`src/rtl/ifid_fetch_buf.sv`:
```
// Two-entry fetch buffer doubling as the IF/ID register.
// Pairs each ROM address with its next-cycle data and owns fetch back-pressure.
module ifid_fetch_buf #(
  parameter int unsigned DEPTH    = 2,
  parameter logic [31:0] NOP_INST = 32'h0000_0000
) (
  input  logic        cpu_clk_50M,
  input  logic        cpu_rst,
  input  logic        fetch_req,
  input  logic [31:0] fetch_pc,
  input  logic [31:0] inst_rdata,
  input  logic        flush,
  input  logic        id_stall,
  output logic        fetch_stall,
  output logic        id_valid,
  output logic [31:0] id_pc,
  output logic [31:0] id_inst
);

  localparam logic [2:0] FULL = 3'(DEPTH);

  logic        pend_v_q, pend_v_d;
  logic [31:0] pend_pc_q, pend_pc_d;
  logic [31:0] buf_pc_q [2];
  logic [31:0] buf_pc_d [2];
  logic [31:0] buf_inst_q [2];
  logic [31:0] buf_inst_d [2];
  logic        rd_ptr_q, rd_ptr_d;
  logic        wr_ptr_q, wr_ptr_d;
  logic [1:0]  count_q, count_d;

  logic        push;
  logic        pop;
  logic [2:0]  fill;

  assign id_valid = ~cpu_rst & (count_q != 2'd0);
  assign id_pc    = id_valid ? buf_pc_q[rd_ptr_q] : 32'h0;
  assign id_inst  = id_valid ? buf_inst_q[rd_ptr_q] : NOP_INST;

  assign pop  = id_valid & ~id_stall & ~flush;
  assign push = pend_v_q & ~flush;

  // Occupancy next cycle if the pending response lands; stall when full.
  assign fill = {1'b0, count_q} + {2'b00, pend_v_q} - {2'b00, pop};
  assign fetch_stall = ~cpu_rst & ~flush & (fill >= FULL);

  always_comb begin
    buf_pc_d   = buf_pc_q;
    buf_inst_d = buf_inst_q;
    rd_ptr_d   = rd_ptr_q;
    wr_ptr_d   = wr_ptr_q;
    count_d    = count_q + {1'b0, push} - {1'b0, pop};
    pend_pc_d  = fetch_pc;
    pend_v_d   = fetch_req & ~fetch_stall;
    if (push) begin
      buf_pc_d[wr_ptr_q]   = pend_pc_q;
      buf_inst_d[wr_ptr_q] = inst_rdata;
      wr_ptr_d             = ~wr_ptr_q;
    end
    if (pop) begin
      rd_ptr_d = ~rd_ptr_q;
    end
    // A request in the flush cycle is the redirect target.
    if (flush) begin
      count_d  = 2'd0;
      rd_ptr_d = 1'b0;
      wr_ptr_d = 1'b0;
      pend_v_d = fetch_req;
    end
  end

  always_ff @(posedge cpu_clk_50M) begin
    if (cpu_rst) begin
      pend_v_q  <= 1'b0;
      pend_pc_q <= 32'h0;
      rd_ptr_q  <= 1'b0;
      wr_ptr_q  <= 1'b0;
      count_q   <= 2'd0;
      for (int i = 0; i < 2; i++) begin
        buf_pc_q[i]   <= 32'h0;
        buf_inst_q[i] <= 32'h0;
      end
    end else begin
      pend_v_q   <= pend_v_d;
      pend_pc_q  <= pend_pc_d;
      rd_ptr_q   <= rd_ptr_d;
      wr_ptr_q   <= wr_ptr_d;
      count_q    <= count_d;
      buf_pc_q   <= buf_pc_d;
      buf_inst_q <= buf_inst_d;
    end
  end

endmodule

```
`config.mk`:
```
export PLATFORM = sky130hd
export DESIGN_NAME = ifid_fetch_buf
export DESIGN_NICKNAME = d
export VERILOG_FILES = /design/src/rtl/ifid_fetch_buf.sv
export SDC_FILE = /design/constraint.sdc
export NUM_CORES = 1
export LEC_CHECK = 0
export CAP_MARGIN = 20
export CELL_PAD_IN_SITES_DETAIL_PLACEMENT = 0
export CELL_PAD_IN_SITES_GLOBAL_PLACEMENT = 1
export CORE_MARGIN = 8
export CORE_UTILIZATION = 40
export CTS_CLUSTER_DIAMETER = 100
export CTS_CLUSTER_SIZE = 24
export DETAILED_ROUTE_END_ITERATION = 12
export PLACE_DENSITY_LB_ADDON = 0.25
export SYNTH_ARGS = -nofsm -noshare
export SYNTH_HDL_FRONTEND = slang
export SYNTH_SLANG_ARGS = --single-unit
```
`constraint.sdc`:
```
create_clock -name cpu_clk_50M -period 4.8 [get_ports cpu_clk_50M]
set_input_delay 0.96 -clock cpu_clk_50M [delete_from_list [all_inputs] [get_ports cpu_clk_50M]]
set_output_delay 0.96 -clock cpu_clk_50M [all_outputs]
set_load 0.05 [all_outputs]
```
==> report_table.html, run 1 <==
<table>
<tr><th>Metric</th><th>Value</th></tr>
<tr><th colspan="2">Clock tree</th></tr>
<tr><td>H-Tree Level Count</td><td>4</td></tr>
<tr><td>CTS tree</td><td>built</td></tr>
<tr><td>Clock transition time at the flip-flop clock pins of the worst setup and hold paths</td><td>about 0.060 ns</td></tr>
<tr><td>CTS Buf Count</td><td>17</td></tr>
<tr><td>Number of buffers on the longest clock path</td><td>2</td></tr>
<tr><td>Cell chosen for the clock root</td><td>sky130_fd_sc_hd__clkbuf_16</td></tr>
<tr><td>Cells resized by post-CTS repair</td><td>0</td></tr>
<tr><td>Post-CTS Repair Setup Buffers</td><td>0</td></tr>
<tr><td>Clock latency of the later-clocked register in the worst-skew pair</td><td>between 0.4 and 0.5 ns</td></tr>
<tr><td>Sinks on the clock net</td><td>~170</td></tr>
<tr><td>Post-CTS Hold Fix Bufs</td><td>0</td></tr>
<tr><th colspan="2">Detailed routing</th></tr>
<tr><td>Post-route ant nets</td><td>0</td></tr>
<tr><td>Drt first pass iters</td><td>5</td></tr>
<tr><td>Final wirelength</td><td>about 17000 µm</td></tr>
<tr><td>Wirelength per Cell</td><td>approximately 15 µm</td></tr>
<tr><td>Iteration-0 DRC count of the detailed router</td><td>354</td></tr>
<tr><td>Remaining DRCs</td><td>0</td></tr>
<tr><td>Total number of vias</td><td>about 5600</td></tr>
<tr><td>Mean number of vias per cell</td><td>4.90</td></tr>
<tr><th colspan="2">Status</th></tr>
<tr><td>Outcome</td><td>completed</td></tr>
<tr><th colspan="2">GRT</th></tr>
<tr><td>Pin count of the biggest net entering global routing</td><td>97</td></tr>
<tr><td>Global Route met2 Usage</td><td>29.0%</td></tr>
<tr><td>Met3 layer usage reported by global route</td><td>between 4 and 5%</td></tr>
<tr><td>Global route total overflow</td><td>0</td></tr>
<tr><td>Number of global-route vias before repair</td><td>approximately 5600</td></tr>
<tr><td>Global-route track usage on met1</td><td>20.5%</td></tr>
<tr><td>Total routing resource utilization after global routing</td><td>~17%</td></tr>
<tr><td>Number of antenna violations at the first check in global routing</td><td>0</td></tr>
<tr><td>First-pass GRT wire length</td><td>between 20000 and 30000 µm</td></tr>
<tr><td>Most congested layer reported by global routing</td><td>met2</td></tr>
<tr><th colspan="2">Finish</th></tr>
<tr><td>Number of antenna repair diodes</td><td>0</td></tr>
<tr><td>Fraction of final layout cells with drive strength greater than 1</td><td>around 6.1%</td></tr>
<tr><td>Core occupancy in the finished layout</td><td>between 50% and 60%</td></tr>
<tr><td>Filler Cells Inserted</td><td>around 1500</td></tr>
<tr><td>Area growth from synthesis to layout</td><td>32.3%</td></tr>
<tr><td>Fin nets</td><td>979</td></tr>
<tr><th colspan="2">Pwr</th></tr>
<tr><td>Worst IR drop on VDD</td><td>0.270 mV</td></tr>
<tr><td>Internal portion of total power</td><td>2.38 mW</td></tr>
<tr><td>Share of total power consumed by net switching</td><td>21.3%</td></tr>
<tr><td>NetSw</td><td>about 0.65 mW</td></tr>
<tr><td>Combinational cell fraction of total power</td><td>under 10%</td></tr>
<tr><td>Part of the total power dissipated in sequential elements</td><td>a little under half</td></tr>
<tr><td>Portion of total power attributed to the clock network</td><td>a little under half</td></tr>
<tr><td>Leak pwr</td><td>roughly 2.7 nW</td></tr>
<tr><td>Pwr Density</td><td>around 350 nW/µm²</td></tr>
<tr><th colspan="2">Logic synthesis</th></tr>
<tr><td>Gate count of the mapped netlist</td><td>about 800</td></tr>
<tr><td>Top-area cell type share of the netlist area</td><td>about half</td></tr>
<tr><td>Post-synthesis cell type with the largest combined area</td><td>sky130_fd_sc_hd__dfxtp_1</td></tr>
<tr><td>Most numerous cell in the Yosys netlist</td><td>sky130_fd_sc_hd__nand2_1</td></tr>
<tr><td>Mean area per synthesized cell</td><td>roughly 8.1 µm²</td></tr>
<tr><td>Warnings, synthesis</td><td>0</td></tr>
<tr><td>Cell types with the largest area share after synthesis</td><td>sky130_fd_sc_hd__dfxtp_1 51%, sky130_fd_sc_hd__nand2_1 15%, sky130_fd_sc_hd__mux2i_1 10%</td></tr>
<tr><td>Async set-or-reset flop fraction in the synthesized netlist</td><td>0%</td></tr>
<tr><td>Yosys cell types</td><td>28</td></tr>
<tr><td>Flops &amp; latches, synth</td><td>about 170</td></tr>
<tr><td>Most common library cells after synthesis</td><td>258 x sky130_fd_sc_hd__nand2_1, 165 x sky130_fd_sc_hd__dfxtp_1, 128 x sky130_fd_sc_hd__a21oi_1</td></tr>
<tr><td>Number of enable-type register cells in the synthesized netlist</td><td>0</td></tr>
<tr><td>Most common flop cell mapped by yosys</td><td>sky130_fd_sc_hd__dfxtp_1</td></tr>
<tr><td>Seq/Total Area, Yosys</td><td>~50%</td></tr>
<tr><td>Syn Std Cell Area</td><td>roughly 6500 µm²</td></tr>
<tr><td>Mapped Nets</td><td>slightly below 900</td></tr>
<tr><th colspan="2">Timing</th></tr>
<tr><td>Max-slew violation total from the final report</td><td>0</td></tr>
<tr><td>Total negative slack</td><td>0 ns</td></tr>
<tr><td>Share of the cycle needed by the critical path after routing</td><td>around nine tenths</td></tr>
<tr><td>Clock skew after layout</td><td>roughly 0.0055 ns</td></tr>
<tr><td>Shortest clock period the worst path allows after layout</td><td>4.33 ns</td></tr>
<tr><td>Setup repair after global routing missed its margin</td><td>no</td></tr>
<tr><td>Actual transition at the worst max-transition pin</td><td>a little under 1 ns</td></tr>
<tr><td>Hold violation count in the final report</td><td>0</td></tr>
<tr><td>Total of endpoints with negative setup slack in the final report</td><td>0</td></tr>
<tr><td>Peak Freq</td><td>0.231 GHz</td></tr>
<tr><td>Relative slew slack</td><td>35.8%</td></tr>
<tr><th colspan="2">Setup path</th></tr>
<tr><td>Crit path launch type</td><td>input pin</td></tr>
<tr><td>Worst setup slack for register-to-register paths</td><td>roughly 2.8 ns</td></tr>
<tr><td>Beginning of the worst register-to-register path</td><td>pend_v_q</td></tr>
<tr><td>Worst Setup End Kind</td><td>primary output</td></tr>
<tr><td>Worst setup path start</td><td>id_stall</td></tr>
<tr><td>Destination of the critical timing path</td><td>fetch_stall</td></tr>
<tr><td>Cell depth of the worst flop-to-flop path</td><td>4</td></tr>
<tr><td>Data arrival time of the critical path</td><td>between 3 and 4 ns</td></tr>
<tr><td>Worst reg2reg path endpoint</td><td>buf_inst_q[52]</td></tr>
<tr><td>Critical path data required time</td><td>3.84 ns</td></tr>
<tr><td>Setup CP Type</td><td>in -&gt; out</td></tr>
<tr><td>Maximum net fanout on the critical path</td><td>5</td></tr>
<tr><th colspan="2">Die</th></tr>
<tr><td>I/O pin cnt</td><td>~140</td></tr>
<tr><td>Die outline area</td><td>between 20000 and 25000 µm²</td></tr>
<tr><td>Die width</td><td>between 100 and 150 µm</td></tr>
<tr><td>Starting density of the core</td><td>~40%</td></tr>
<tr><td>Placement row count</td><td>46</td></tr>
<tr><td>Floorplan core area</td><td>15900 µm²</td></tr>
<tr><td>DIE HEIGHT</td><td>around 140 µm</td></tr>
<tr><th colspan="2">Worst hold path</th></tr>
<tr><td>Worst hold path type</td><td>reg -&gt; reg</td></tr>
<tr><th colspan="2">Run</th></tr>
<tr><td>Max Cap Viol</td><td>0</td></tr>
<tr><th colspan="2">Placement</th></tr>
<tr><td>Count of buffers inserted at the top-level ports</td><td>134</td></tr>
<tr><td>Detailed Place HPWL</td><td>between 10000 and 15000 µm</td></tr>
<tr><td>Final estimated routing congestion in global placement</td><td>roughly 0.74</td></tr>
</table>
layer usage:
layer / vias to the layer above / routed length [µm]
met5: - / 0
met4: 0 / 256
met3: 20 / 1060
met2: 150 / 8250
met1: 2605 / 7740
li1: 2794 / -
how the worst min path moves through the flow:
stage,slack [ns],cells past startpoint,to,startpoint
after global routing,0.46,2,buf_pc_q[61],pend_pc_q[29]
after floorplan,0.43,2,buf_pc_q[0],pend_pc_q[0]
after CTS,0.45,2,buf_pc_q[56],pend_pc_q[24]
after detailed placement,0.44,2,buf_pc_q[56],pend_pc_q[24]
final,0.45,2,buf_inst_q[50],buf_inst_q[50]
after global placement,0.43,2,buf_pc_q[52],pend_pc_q[20]
layout make-up:
type	instances	area (µm²)	area share, %
Tap cell	216	270	3.14
Timing Repair Buffer	148	1470	17.0
Clock inverter	13	180	2.09
Inverter	3	11.3	0.131
Clock buffer	19	453	5.26
Sequential cell	165	3310	38.4
Multi-Input combinational cell	573	2920	34.0
per-stage QoR:
step	power, mW	std cells	worst slack (ns)	hold WS (ns)	instance area, µm²
2_1_floorplan	1.53	803	0.373	0.432	6510
3_3_place_gp	1.61	1105	0.553	0.434	7980
3_5_place_dp	1.62	1105	0.499	0.442	7980
4_1_cts	3.06	1137	0.501	0.451	8610
5_1_grt	3.15	1137	0.431	0.464	8610
6_report	3.03	1137	0.467	0.452	8610
power by group through the flow:
stage / Combinational [mW] / Sequential, mW / Clock (mW)
6_report: 0.169 / 1.42 / 1.44
3_3_place_gp: 0.167 / 1.45 / 0
3_5_place_dp: 0.170 / 1.45 / 0
2_1_floorplan: 0.0864 / 1.44 / 0
4_1_cts: 0.170 / 1.42 / 1.47
5_1_grt: 0.185 / 1.42 / 1.54
cell families after synthesis:
kind of cell | after synthesis | share of synthesized area, %
xor gates and xnor gates | 4 | 0.538
AOI/OAI and AO/OA | 133 | 10.5
muxes | 65 | 9.99
buffers and inverters | 65 | 4.61
and+or+nand+nor | 369 | 23.1
DFF | 165 | 50.7
adders and majority gates | 2 | 0.500
worst max-delay path: stages:
cell                              delay [ns]
sky130_fd_sc_hd__clkdlybuf4s50_1        0.44
sky130_fd_sc_hd__or3_4                  0.41
sky130_fd_sc_hd__or3_4                  0.35
sky130_fd_sc_hd__fa_1                   0.42
sky130_fd_sc_hd__xnor2_1                0.15
sky130_fd_sc_hd__nor2_1                 0.07
sky130_fd_sc_hd__nor3_1                 0.37
sky130_fd_sc_hd__buf_12                 0.20
state kept, by name, indices dropped and copies added, names as in the netlist:
register / cells
buf_inst_q: 64
pend_pc_q: 32
count_q: 2
wr_ptr_q: 1
rd_ptr_q: 1
pend_v_q: 1
buf_pc_q: 64
cell usage in the layout (no fill, tap or decap):
cell type / count
sky130_fd_sc_hd__fa_1: 1
sky130_fd_sc_hd__mux2i_1: 65
sky130_fd_sc_hd__nand3b_1: 1
sky130_fd_sc_hd__a21boi_2: 1
sky130_fd_sc_hd__nor2b_1: 32
sky130_fd_sc_hd__nand2b_1: 1
sky130_fd_sc_hd__o21ai_4: 1
sky130_fd_sc_hd__o31ai_1: 1
sky130_fd_sc_hd__clkbuf_8: 2
sky130_fd_sc_hd__nor3b_2: 1
sky130_fd_sc_hd__inv_1: 3
sky130_fd_sc_hd__nor3_1: 3
sky130_fd_sc_hd__and3b_2: 1
sky130_fd_sc_hd__a21oi_1: 128
sky130_fd_sc_hd__clkinv_4: 2
sky130_fd_sc_hd__or3_4: 2
sky130_fd_sc_hd__dfxtp_1: 164
sky130_fd_sc_hd__xnor2_1: 3
sky130_fd_sc_hd__nor2_1: 68
sky130_fd_sc_hd__bufinv_16: 4
sky130_fd_sc_hd__o211a_1: 1
sky130_fd_sc_hd__xor2_1: 1
sky130_fd_sc_hd__or3b_2: 1
sky130_fd_sc_hd__dfxtp_4: 1
sky130_fd_sc_hd__o211ai_1: 1
sky130_fd_sc_hd__clkdlybuf4s50_1: 132
sky130_fd_sc_hd__nand2_1: 258
sky130_fd_sc_hd__clkinvlp_4: 3
sky130_fd_sc_hd__ha_1: 1
sky130_fd_sc_hd__clkbuf_16: 17
sky130_fd_sc_hd__buf_4: 14
sky130_fd_sc_hd__and2_1: 1
sky130_fd_sc_hd__buf_12: 2
sky130_fd_sc_hd__clkinv_2: 4
Note: power is estimated with default switching activity, not from simulation.
==> run 2: changes to the inputs <==
--- a/config.mk
+++ b/config.mk
@@ -14,6 +14,9 @@
 export CTS_CLUSTER_SIZE = 24
 export DETAILED_ROUTE_END_ITERATION = 12
 export PLACE_DENSITY_LB_ADDON = 0.25
+export REMOVE_ABC_BUFFERS = 1
+export SKIP_CTS_REPAIR_TIMING = 1
 export SYNTH_ARGS = -nofsm -noshare
 export SYNTH_HDL_FRONTEND = slang
 export SYNTH_SLANG_ARGS = --single-unit
+export TNS_END_PERCENT = 100
==> report_table.html, run 2 (synthesized netlist as in run 1, its figures left out) <==
<table>
<tr><th>Metric</th><th>Value</th></tr>
<tr><th colspan="2">Status</th></tr>
<tr><td>Outcome</td><td>completed</td></tr>
<tr><th colspan="2">Setup path</th></tr>
<tr><td>Cell type of the slowest stage on the worst timing path</td><td>sky130_fd_sc_hd__clkdlybuf4s50_1</td></tr>
<tr><td>Chain of cells forming the critical path</td><td>clkdlybuf4s50_1, or3_4, or3_4, fa_1, xnor2_1, nor2_1, nor3_1, buf_12</td></tr>
<tr><td>Crit path launch type</td><td>input pin</td></tr>
<tr><td>Largest incremental delay on the critical path</td><td>about 0.55 ns</td></tr>
<tr><td>Maximum net fanout on the critical path</td><td>10</td></tr>
<tr><td>Setup CP Type</td><td>in -&gt; out</td></tr>
<tr><td>Worst reg2reg path endpoint</td><td>pend_v_q</td></tr>
<tr><td>Beginning of the worst register-to-register path</td><td>count_q[1]</td></tr>
<tr><td>Cell depth of the worst flop-to-flop path</td><td>6</td></tr>
<tr><td>Worst Setup End Kind</td><td>primary output</td></tr>
<tr><td>Crit-path most repeated cell</td><td>sky130_fd_sc_hd__or3_4</td></tr>
<tr><td>Data arrival time of the critical path</td><td>3.48 ns</td></tr>
<tr><td>Critical path data required time</td><td>around 3.8 ns</td></tr>
<tr><td>Worst setup slack for register-to-register paths</td><td>~2.9 ns</td></tr>
<tr><th colspan="2">GRT</th></tr>
<tr><td>Global Route met2 Usage</td><td>roughly 30%</td></tr>
<tr><td>Pin count of the biggest net entering global routing</td><td>83</td></tr>
<tr><td>Global route total overflow</td><td>0</td></tr>
<tr><td>Number of global-route vias before repair</td><td>5540</td></tr>
<tr><td>Number of antenna violations at the first check in global routing</td><td>0</td></tr>
<tr><td>Total routing resource utilization after global routing</td><td>roughly 17%</td></tr>
<tr><td>First-pass GRT wire length</td><td>27300 µm</td></tr>
<tr><td>Global-route track usage on met1</td><td>between 10% and 20%</td></tr>
<tr><td>Met3 layer usage reported by global route</td><td>under 10%</td></tr>
<tr><td>Most congested layer reported by global routing</td><td>met2</td></tr>
<tr><th colspan="2">Finish</th></tr>
<tr><td>Largest registers ranked by flip-flop count</td><td>buf_inst_q (64), buf_pc_q (64), pend_pc_q (32)</td></tr>
<tr><td>Fin nets</td><td>~970</td></tr>
<tr><td>Filler Cells Inserted</td><td>~1500</td></tr>
<tr><td>Number of antenna repair diodes</td><td>0</td></tr>
<tr><td>Cell area after layout</td><td>8550 µm²</td></tr>
<tr><td>Most frequent standard cell in the layout excluding fill and tap cells</td><td>sky130_fd_sc_hd__nand2_1</td></tr>
<tr><td>Area growth from synthesis to layout</td><td>31.4%</td></tr>
<tr><td>Fraction of final layout cells with drive strength greater than 1</td><td>between 5 and 6%</td></tr>
<tr><td>Core occupancy in the finished layout</td><td>~54%</td></tr>
<tr><td>Highest-count cells in the layout ignoring fill and taps</td><td>258 x sky130_fd_sc_hd__nand2_1, 164 x sky130_fd_sc_hd__dfxtp_1, 132 x sky130_fd_sc_hd__clkdlybuf4s50_1</td></tr>
<tr><th colspan="2">Timing</th></tr>
<tr><td>Shortest clock period the worst path allows after layout</td><td>approximately 4.4 ns</td></tr>
<tr><td>Setup repair after global routing missed its margin</td><td>no</td></tr>
<tr><td>Total of endpoints with negative setup slack in the final report</td><td>0</td></tr>
<tr><td>Relative slew slack</td><td>between 20% and 30%</td></tr>
<tr><td>Actual transition at the worst max-transition pin</td><td>~1.1 ns</td></tr>
<tr><td>Clock skew after layout</td><td>0.00645 ns</td></tr>
<tr><td>Share of the cycle needed by the critical path after routing</td><td>between 90% and 100%</td></tr>
<tr><td>Max-slew violation total from the final report</td><td>0</td></tr>
<tr><td>Hold violation count in the final report</td><td>0</td></tr>
<tr><td>Peak Freq</td><td>about 0.23 GHz</td></tr>
<tr><th colspan="2">Pwr</th></tr>
<tr><td>Pwr Density</td><td>345 nW/µm²</td></tr>
<tr><td>NetSw</td><td>around 0.62 mW</td></tr>
<tr><td>Leak pwr</td><td>about 2.7 nW</td></tr>
<tr><td>Portion of total power attributed to the clock network</td><td>a little under half</td></tr>
<tr><td>Part of the total power dissipated in sequential elements</td><td>about half</td></tr>
<tr><td>Internal portion of total power</td><td>2.33 mW</td></tr>
<tr><td>Worst IR drop on VDD</td><td>~0.25 mV</td></tr>
<tr><td>Share of total power consumed by net switching</td><td>20.9%</td></tr>
<tr><td>Combinational cell fraction of total power</td><td>under 10%</td></tr>
<tr><th colspan="2">Worst hold path</th></tr>
<tr><td>Worst hold path type</td><td>reg -&gt; reg</td></tr>
<tr><td>Worst min-delay path endpoint</td><td>buf_pc_q[47]</td></tr>
<tr><td>Startpoint of the worst hold path</td><td>pend_pc_q[15]</td></tr>
<tr><td>Count of cells along the worst hold path</td><td>2</td></tr>
<tr><th colspan="2">Detailed routing</th></tr>
<tr><td>Final wirelength</td><td>roughly 17000 µm</td></tr>
<tr><td>Drt first pass iters</td><td>5</td></tr>
<tr><td>Post-route ant nets</td><td>0</td></tr>
<tr><td>Remaining DRCs</td><td>0</td></tr>
<tr><td>Iteration-0 DRC count of the detailed router</td><td>about 410</td></tr>
<tr><td>Wirelength per Cell</td><td>between 15 and 20 µm</td></tr>
<tr><td>Total number of vias</td><td>between 5000 and 6000</td></tr>
<tr><td>Mean number of vias per cell</td><td>~4.9</td></tr>
<tr><th colspan="2">Die</th></tr>
<tr><td>Die width</td><td>approximately 140 µm</td></tr>
<tr><td>Floorplan core area</td><td>about 16000 µm²</td></tr>
<tr><td>Placement row count</td><td>46</td></tr>
<tr><td>Starting density of the core</td><td>41.0%</td></tr>
<tr><td>Die outline area</td><td>slightly above 20000 µm²</td></tr>
<tr><td>I/O pin cnt</td><td>135</td></tr>
<tr><td>DIE HEIGHT</td><td>144 µm</td></tr>
<tr><th colspan="2">Placement</th></tr>
<tr><td>Area of placed instances</td><td>~7900 µm²</td></tr>
<tr><td>Detailed Place HPWL</td><td>roughly 11000 µm</td></tr>
<tr><td>Final estimated routing congestion in global placement</td><td>about 0.78</td></tr>
<tr><td>Count of buffers inserted at the top-level ports</td><td>between 100 and 150</td></tr>
<tr><th colspan="2">Clock tree</th></tr>
<tr><td>Sinks on the clock net</td><td>around 170</td></tr>
<tr><td>Clock latency of the later-clocked register in the worst-skew pair</td><td>about 0.41 ns</td></tr>
<tr><td>CTS tree</td><td>built</td></tr>
<tr><td>Clock transition time at the flip-flop clock pins of the worst setup and hold paths</td><td>roughly 0.06 ns</td></tr>
<tr><td>Number of buffers on the longest clock path</td><td>2</td></tr>
<tr><td>CTS Buf Count</td><td>17</td></tr>
<tr><td>Cell chosen for the clock root</td><td>sky130_fd_sc_hd__clkbuf_16</td></tr>
<tr><td>H-Tree Level Count</td><td>4</td></tr>
<tr><th colspan="2">Run</th></tr>
<tr><td>Max Cap Viol</td><td>0</td></tr>
</table>
run 2: metal layers:
metal  vias up  routed length (µm)
met4         0                 162
li1       2775                   -
met5         -                   0
met2       124                8770
met1      2674                7320
met3        12                 939
run 2: through the flow:
step	cells	setup slack [ns]	hold WS, ns	TNS (ns)	power, mW
final	1130	0.357	0.448	0	2.95
after global routing	1130	0.279	0.468	0	3.05
after CTS	1130	0.367	0.448	0	2.98
after detailed placement	1099	0.368	0.443	0	1.62
after global placement	1099	0.426	0.434	0	1.61
after floorplan	741	-1.07	0.426	-67.14	1.51
run 2: critical path, delay by kind of cell:
kind,cells,cell delay (ns)
buffers and inverters,2,0.74
adders and majority gates,1,0.41
xor gates and xnor gates,1,0.15
and+or+nand+nor,4,1.22
run 2: worst max-delay path by stage:
| stage | startpoint | endpoint | cells past startpoint |
|---|---|---|---|
| finish | flush | fetch_stall | 8 |
| floorplan | count_q[1] | id_valid | 2 |
| global placement | flush | fetch_stall | 8 |
| global route | flush | fetch_stall | 8 |
| detailed placement | flush | fetch_stall | 8 |
| CTS | flush | fetch_stall | 8 |
run 2: final cells by class:
| type | instances | area [µm²] | share of cell area [%] |
|---|---|---|---|
| Clock inverter | 6 | 91.3 | 1.07 |
| Tap cell | 216 | 270 | 3.16 |
| Timing Repair Buffer | 142 | 1430 | 16.8 |
| Clock buffer | 25 | 515 | 6.03 |
| Sequential cell | 165 | 3310 | 38.7 |
| Inverter | 3 | 11.3 | 0.132 |
| Multi-Input combinational cell | 573 | 2920 | 34.2 |
run 2: power groups by stage:
stage / combinational [mW] / clock [mW] / sequential, mW
after global routing: 0.183 / 1.44 / 1.42
after CTS: 0.170 / 1.39 / 1.42
after floorplan: 0.0616 / 0 / 1.45
after global placement: 0.166 / 0 / 1.45
final: 0.169 / 1.36 / 1.42
after detailed placement: 0.170 / 0 / 1.45
==> RTL change, RTL diff (config.mk and constraints of run 2) <==
Make the reset (`cpu_rst`) asynchronous in one clocked block.
--- a/src/rtl/ifid_fetch_buf.sv
+++ b/src/rtl/ifid_fetch_buf.sv
@@ -69,7 +69,7 @@
     end
   end
 
-  always_ff @(posedge cpu_clk_50M) begin
+  always_ff @(posedge cpu_clk_50M or posedge cpu_rst) begin
     if (cpu_rst) begin
       pend_v_q  <= 1'b0;
       pend_pc_q <= 32'h0;
Formal check against the unedited RTL: same outputs for any inputs over 4 cycles, from zero or initial values and one cycle with cpu_rst high; that may be too few to reach the edited logic, so the function may still have changed.
==> RTL change against run 2 <==
Area after synthesis is 15% higher; critical path depth unchanged; sequential cell count is the same; routed wire length fell by 9.9%; cell count fell by 24%; setup slack improved by 0.051 ns; final area up 10%; count of clock-buffer cells in the layout fell by 7.
Power is not compared: it rests on default switching activity, and its combinational part moved more than twofold at a synthesized area within 25%.
==> RTL change: results (changes against run 2) <==
| Metric | Value |
|---|---|
| Top Registers | `buf_inst_q x64, buf_pc_q x64, pend_pc_q x32` |
| Slew headroom | `36.2% (+8.6 points)` |
| Met3 Routed Length | `599 um (-36%)` |
| Synth warn | `0 (unchanged)` |
| Most frequent cells after synthesis | `dfrtp_1, mux2_4, nor2_1, mux2i_1, buf_12` |
| Initial antenna violation count | `1 (+1)` |
| Met2 wire len | `7330 um (-16%)` |
| Top_reg_cell synth | `dfrtp_1` |
| Largest net degree at the start of global routing | `87 (+4.8%)` |
| WL met1 | `7410 um (+1.2%)` |
| CP top delay family | `compound AO/OA/AOI/OAI gates` |
| Final Wtd Congestion | `0.710 (-8.6%)` |
| H-tree depth | `4 (unchanged)` |
| Post-synth design cell area | `7500 um2 (+15%)` |
| Dpl hpwl | `9930 um (-6.1%)` |
| Peak VDD IR | `0.233 mV` |
| Leakage | `0.00413 uW` |
| Vias in the first global route | `4752 (-14%)` |
| Share of layout cells above drive strength 1 | `28.5% (+23 points)` |
| Met3 Track Usage GR | `4.29% (-0.26 points)` |
| Comb_multi_in | `280 (-51%)` |
| Max FO, Critical Path | `4 (-6)` |
| Worst path max stage delay | `0.52 ns (-0.03 ns)` |
| Clock-cell share | `6.13% (-0.97 points)` |
| Placed Cells | `824 (-25%)` |
| Layout fillers | `1569 (+4.3%)` |
| Hold WS | `0.507 ns (+0.0591 ns)` |
| Avg Cell Area, Syn | `15.7 um2 (+94%)` |
| Register area | `4130 um2 (+25%)` |
| DR iter-0 viols | `191 (-53%)` |
| Area growth syn-to-layout | `25.8%` |
| Inverters, non-clock | `2 (-1)` |
| Area of the multi-input gates | `2990 um2 (+2.2%)` |
| Layout clock buffers | `18 (-28%)` |
| Status | `finished clean` |
| I/O Buffers | `134 (unchanged)` |
| Final Cycle Share | `91.5% (-1.1 points)` |
| First-pass GRT wire length | `26200 um (-4.2%)` |
| Routed len/inst | `18.1 um (+19%)` |
| Async SR Flop Fraction | `100% (+100 points)` |
| Place WS | `0.383 ns (+0.0151 ns)` |
| Grt met2 use | `22.3% (-7.4 points)` |
| R2R Setup Slk | `2.49 ns (-0.39 ns)` |
| Routing usage on met1 | `18.0% (-1.2 points)` |
| Final net count | `680 (-30%)` |
| Bufs w/o clock | `143 (+0.70%)` |
| Top sig layer | `met5` |
| WP data arrival | `3.43 ns (-0.05 ns)` |
| Skew final | `0.0153 ns (+0.00886 ns)` |
| Placed inst area | `8860 um2 (+11%)` |
| Pre-antenna DRT Iters | `4 (-1)` |
| Seq/Total Area, Yosys | `55.1% (+4.3 points)` |
RTL change: kinds of logic (layout without fill, tap and decap cells):
family	after synthesis	after routing	share of synthesized area, %
simple gates	74	74	4.37
fa+ha+maj	2	2	0.434
buf+inv	32	177	5.19
compound gates	9	9	0.834
flops	165	165	55.1
mux	192	192	33.8
xor+xnor	3	3	0.350
RTL change: path summary, 6_finish.rpt:
check,endpoint,depth (start not counted),from
worst min register to register,buf_pc_q[42],1,buf_pc_q[42]
max in group asynchronous,buf_pc_q[23],3,cpu_rst
min in group asynchronous,pend_v_q,2,cpu_rst
worst max-delay path,fetch_stall,8,cpu_rst
worst max register to register,pend_v_q,7,count_q[1]
worst min-delay path,buf_pc_q[42],1,buf_pc_q[42]
RTL change: power groups by stage:
stage	clock (uW)	combinational (uW)	sequential, uW
floorplan	0	930	1970
global placement	0	1170	2010
detailed placement	0	1190	2030
CTS	1370	1190	2020
global route	1430	1260	2070
finish	1330	1180	2010
